--- config.mk ---
export PLATFORM = sky130hd
export DESIGN_NAME = vga_scan_timing
export DESIGN_NICKNAME = d
export VERILOG_FILES = /design/src/rtl/vga_scan_timing.sv
export SDC_FILE = /design/constraint.sdc
export NUM_CORES = 1
export LEC_CHECK = 0
export BUFFER_PORTS_ARGS = -buffer_cell sky130_fd_sc_hd__buf_4
export CAP_MARGIN = 15
export CORE_UTILIZATION = 50
export DETAILED_ROUTE_END_ITERATION = 10
export GPL_TIMING_DRIVEN = 0
export HOLD_SLACK_MARGIN = 0.05
export PLACE_DENSITY = 0.78
export RECOVER_POWER = 25
export SYNTH_ARGS = -nofsm -noshare
export SYNTH_HDL_FRONTEND = slang
export SYNTH_SLANG_ARGS = --single-unit
--- constraint.sdc ---
create_clock -name i_clk -period 1.9 [get_ports i_clk]
set_input_delay 0.095 -clock i_clk [delete_from_list [all_inputs] [get_ports i_clk]]
set_output_delay 0.095 -clock i_clk [all_outputs]
set_load 0.01 [all_outputs]
--- src/rtl/vga_scan_timing.sv ---
// VGA raster timing generator: pixel/line counters gated by a pixel-rate enable,
// with all outputs registered one enabled cycle behind the counter state.
module vga_scan_timing #(
    parameter int H_ACTIVE        = 640,
    parameter int H_FRONT         = 16,
    parameter int H_SYNC          = 96,
    parameter int H_BACK          = 48,
    parameter int V_ACTIVE        = 480,
    parameter int V_FRONT         = 10,
    parameter int V_SYNC          = 2,
    parameter int V_BACK          = 33,
    parameter int SYNC_ACTIVE_LOW = 1
) (
    input  logic       i_clk,
    input  logic       i_rst_n,
    input  logic       i_pix_en,
    output logic [8:0] o_scan_row,
    output logic [9:0] o_scan_column,
    output logic       o_active,
    output logic       o_hsync,
    output logic       o_vsync,
    output logic       o_line_start,
    output logic       o_frame_start,
    output logic [7:0] o_frame_count
);

    localparam int H_TOTAL = H_ACTIVE + H_FRONT + H_SYNC + H_BACK;
    localparam int V_TOTAL = V_ACTIVE + V_FRONT + V_SYNC + V_BACK;

    localparam logic [9:0] H_LAST    = 10'(H_TOTAL - 1);
    localparam logic [9:0] V_LAST    = 10'(V_TOTAL - 1);
    localparam logic [9:0] H_VIS     = 10'(H_ACTIVE);
    localparam logic [9:0] V_VIS     = 10'(V_ACTIVE);
    localparam logic [9:0] HS_BEGIN  = 10'(H_ACTIVE + H_FRONT);
    localparam logic [9:0] HS_END    = 10'(H_ACTIVE + H_FRONT + H_SYNC);
    localparam logic [9:0] VS_BEGIN  = 10'(V_ACTIVE + V_FRONT);
    localparam logic [9:0] VS_END    = 10'(V_ACTIVE + V_FRONT + V_SYNC);

    localparam logic SYNC_ON  = (SYNC_ACTIVE_LOW != 0) ? 1'b0 : 1'b1;
    localparam logic SYNC_OFF = ~SYNC_ON;

    logic [9:0] h;
    logic [9:0] v;
    logic [9:0] h_next;
    logic [9:0] v_next;
    logic       h_end;
    logic       v_end;
    logic       h_visible;
    logic       v_visible;
    logic       visible;
    logic       hs_on;
    logic       vs_on;
    logic       first_pixel;

    always_comb begin
        h_end       = (h == H_LAST);
        v_end       = (v == V_LAST);
        h_next      = h_end ? '0 : h + 10'd1;
        v_next      = v;
        if (h_end) begin
            v_next = v_end ? '0 : v + 10'd1;
        end
        h_visible   = (h < H_VIS);
        v_visible   = (v < V_VIS);
        visible     = h_visible && v_visible;
        hs_on       = (h >= HS_BEGIN) && (h < HS_END);
        vs_on       = (v >= VS_BEGIN) && (v < VS_END);
        first_pixel = (h == '0) && (v == '0);
    end

    // Outputs describe the position held before this edge's increment.
    always_ff @(posedge i_clk or negedge i_rst_n) begin
        if (!i_rst_n) begin
            h             <= '0;
            v             <= '0;
            o_scan_row    <= '0;
            o_scan_column <= '0;
            o_active      <= 1'b0;
            o_hsync       <= SYNC_OFF;
            o_vsync       <= SYNC_OFF;
            o_line_start  <= 1'b0;
            o_frame_start <= 1'b0;
            o_frame_count <= '0;
        end else if (i_pix_en) begin
            h             <= h_next;
            v             <= v_next;
            o_active      <= visible;
            o_scan_column <= visible ? h : '0;
            o_scan_row    <= visible ? v[8:0] : '0;
            o_hsync       <= hs_on ? SYNC_ON : SYNC_OFF;
            o_vsync       <= vs_on ? SYNC_ON : SYNC_OFF;
            o_line_start  <= (h == '0) && v_visible;
            o_frame_start <= first_pixel;
            if (first_pixel) begin
                o_frame_count <= o_frame_count + 8'd1;
            end
        end
    end

endmodule

==> impl_metrics.toml <==
[pwr]
p_leak_nw = 1.431
p_per_area_nw_per_um2 = 757.2
internal_power_mw = 1.595
netSwitchingFraction = 0.2827
switching_power_mw = 0.6287
p_clk_frac = 0.297
power_frac_seq = 0.562
combPwrFrac = 0.142
vdd_drop_max_v = 0.0003430

[critical_path]
cp-endpoint = "o_frame_count[1]$_DFFE_PN0P_"
worstReg2RegStart = "h[1]$_DFFE_PN0P_"
r2r_slack_ps = 90
critPathSlowestCell = "dfrtp_1"
critPathLaunch = "h[1]$_DFFE_PN0P_"
r2r_end = "o_frame_count[1]$_DFFE_PN0P_"
cp_max_fo = 4
cp.required_ps = 2100
cp_slowest_stage_delay_ps = 400
reg2reg_depth = 6
crit_arrival_ps = 2010
critPathLaunchType = "flip-flop"
cp_cell_sequence = "inv_1, ha_1, nor4b_4, nand3_2, nor3_4, mux2_4"
path_class = "reg -> reg"
endpoint_kind = "flip-flop"

[timing]
hold_violations = 0
fin_skew_ps = 7.357
tns_ps = 0
maxSlewViolCount = 0
relSlewSlack = 0.1521
finalSetupViolCount = 0
fmax_mhz = 553.3
min_period_over_period = 0.9513
rsz0062_at_grt = "yes"
tightest_slew_ps = 1272
layout_min_cycle_time_ps = 1807
holdWs_ps = 170.3

[clocking]
htreeDepth = 2
path_clk_slew_ps = 100
worstSkewPairLatency_ps = 310
clock_sinks = 52
clk_path_buf_depth = 2
cts_tree = "built"
root_buffer = "clkbuf_8"
cts_buffers = 5

[synthesis]
synth_edf_count = 0
synth_warnings = 0
synth_cells = 207
seq_area_frac_synth = 0.5430
syn_nets = 215
ys_ff_latch = 52
syn_area_per_cell_um2 = 11.60
async_reset_ff_frac = 1.000
ys.flop_type = "dfrtp_1"
synth_cell_types = 44
syn_area_um2 = 2401

[routing]
finalWirelength_um = 4954
vias = 1791
viasPerCell = 5.759
drtIter0Drc = 95
drcViolationCount = 3
ant_nets = 0
drtPass1Iterations = 7
wl_per_cell_um = 15.93

[floorplanning]
die_h_um = 71.30
die_w_um = 71.30
row_count = 24
start_util = 0.5366
core-area_um2 = 4474
dieArea_um2 = 5083
io_pins = 35

[status]
outcome = "finished with violations"
violations = "design-rule violations"

[global_routing]
grt_max_degree = 53
use_met3 = 0.03797
met2_usage = 0.3153
grtUsageTotal = 0.2025
grt_pass1_wl_um = 7907
antenna_found_initial = 0
grt_pass1_vias = 1643
grt-ovfl-total = 0
met1_usage = 0.2887
busiest_layer = "met2"

[worst_hold_path]
hold_start = "i_pix_en"
hp-class = "in -> reg"

[placed_design]
gp_congestion = 0.7937
dpl.hpwl_um = 3211
port_buffers = 34

[layout]
drive_gt1_frac = 0.2973
area_delta_synth_final_pct = 22.30
antenna_cells = 0
final_net_count = 266

[flow_run]
maxCapViolCount = 0
-- registers in the layout, indices dropped and copies added, names as in the netlist --
register / flops
v: 10
h: 10
o_line_start: 1
o_frame_start: 1
o_scan_row: 9
o_hsync: 1
o_active: 1
o_scan_column: 10
o_vsync: 1
o_frame_count: 8
-- cell families (layout without fill, tap and decap cells) --
group / after synthesis / after routing / synth area share
flip-flops: 52 / 52 / 0.5430
buffers and inverters: 17 / 69 / 0.03074
AND/OR/NAND/NOR: 74 / 74 / 0.2032
XOR/XNOR: 17 / 17 / 0.06201
adder cells (fa/ha/maj): 5 / 5 / 0.02606
multiplexers: 3 / 3 / 0.01355
AO/OA/AOI/OAI: 39 / 39 / 0.1214
-- layer usage --
metal  up-vias  wire (um)
met3         6        207
met5         -          0
li1        860          -
met2        46       2369
met4         0         72
met1       879       2304
-- power groups by stage --
stage                     sequential (mW)  clock [mW]  combinational [mW]
after floorplan                      1.25           0               0.175
after global routing                 1.26       0.722               0.350
after global placement               1.26           0               0.241
final                                1.25       0.660               0.315
after CTS                            1.24       0.684               0.273
after detailed placement             1.27           0               0.251
-- what timing repair did --
item / 4_1_cts / 5_1_grt
setup endpoints to repair: 1 / 7
buffers inserted: 4 / 5
resized for setup: 0 / 9
pin swaps: 1 / 7
hold buffers: 1 / 0
endpoints found under the hold margin: 50 / 0
-- worst min path at each step --
| stage | end | slack [ps] | cells after the start |
|---|---|---|---|
| CTS | o_scan_column[9]$_DFFE_PN0P_ | 160 | 3 |
| global placement | o_scan_column[3]$_DFFE_PN0P_ | 160 | 1 |
| global route | o_scan_row[8]$_DFFE_PN0P_ | 180 | 3 |
| floorplan | h[0]$_DFFE_PN0P_ | -200 | 0 |
| finish | h[4]$_DFFE_PN0P_ | 170 | 3 |
| detailed placement | o_scan_column[3]$_DFFE_PN0P_ | 160 | 1 |
-- synth_stat cells (all sizes together) (6+ instances only) --
| cell type | n | area [um^2] |
|---|---|---|
| a22o | 20 | 175.2 |
| and3 | 6 | 37.54 |
| clkbuf | 7 | 26.28 |
| dfrtp | 50 | 1251 |
| inv | 7 | 26.27 |
| nand2 | 10 | 40.04 |
| nand3 | 16 | 90.09 |
| nand4 | 7 | 43.79 |
| nor2 | 11 | 41.29 |
| nor3 | 6 | 41.29 |
| nor4 | 7 | 75.07 |
| o21ai | 9 | 45.04 |
| xor2 | 12 | 105.1 |
-- critical path, delay by kind of cell, from the launching register on --
kind,cells,cell delay (ps)
adder cells (fa/ha/maj),1,150
buffers and inverters,1,80
flip-flops,1,400
multiplexers,1,320
AND/OR/NAND/NOR,3,750
-- final cells by class --
| class | count | area, um^2 |
|---|---|---|
| clock inverter | 2 | 15.01 |
| multi-input combinational | 138 | 1062 |
| tap | 52 | 65.06 |
| buffer | 10 | 47.55 |
| inverter | 7 | 26.28 |
| fill | 350 | 1538 |
| timing repair buffer | 44 | 334.1 |
| clock buffer | 6 | 82.58 |
| sequential | 52 | 1304 |
-- cells in the final DEF (no fill, tap or decap), types with 2 or more instances in the layout --
master / count
a21oi_1: 2
nor2_1: 11
dfrtp_1: 50
clkbuf_8: 6
nand2_1: 9
dfstp_2: 2
inv_2: 3
inv_1: 4
clkbuf_1: 7
xnor2_1: 5
nor4_1: 2
clkinvlp_4: 2
buf_2: 2
a21o_1: 2
buf_6: 2
nor4b_4: 2
nor3_1: 4
nand4_1: 7
ha_1: 5
xor2_1: 12
nand3_2: 2
buf_4: 41
nor4_2: 4
nand3_1: 14
o21ai_0: 8
and3_1: 6
and4_1: 2
a22o_1: 20
a31oi_1: 2
-- stage by stage --
step,setup WS (ps),cell area (um^2),cells,util,power [mW]
2_1_floorplan,160.5,2401,207,-,1.425
3_3_place_gp,-26.07,2721,293,0.6082,1.505
3_5_place_dp,-44.24,2721,293,0.6082,1.517
4_1_cts,52.53,2859,306,0.6390,2.200
5_1_grt,-17.43,2937,311,0.6563,2.332
6_report,92.59,2937,311,0.6563,2.223
Power figures use the tool's default switching activity.
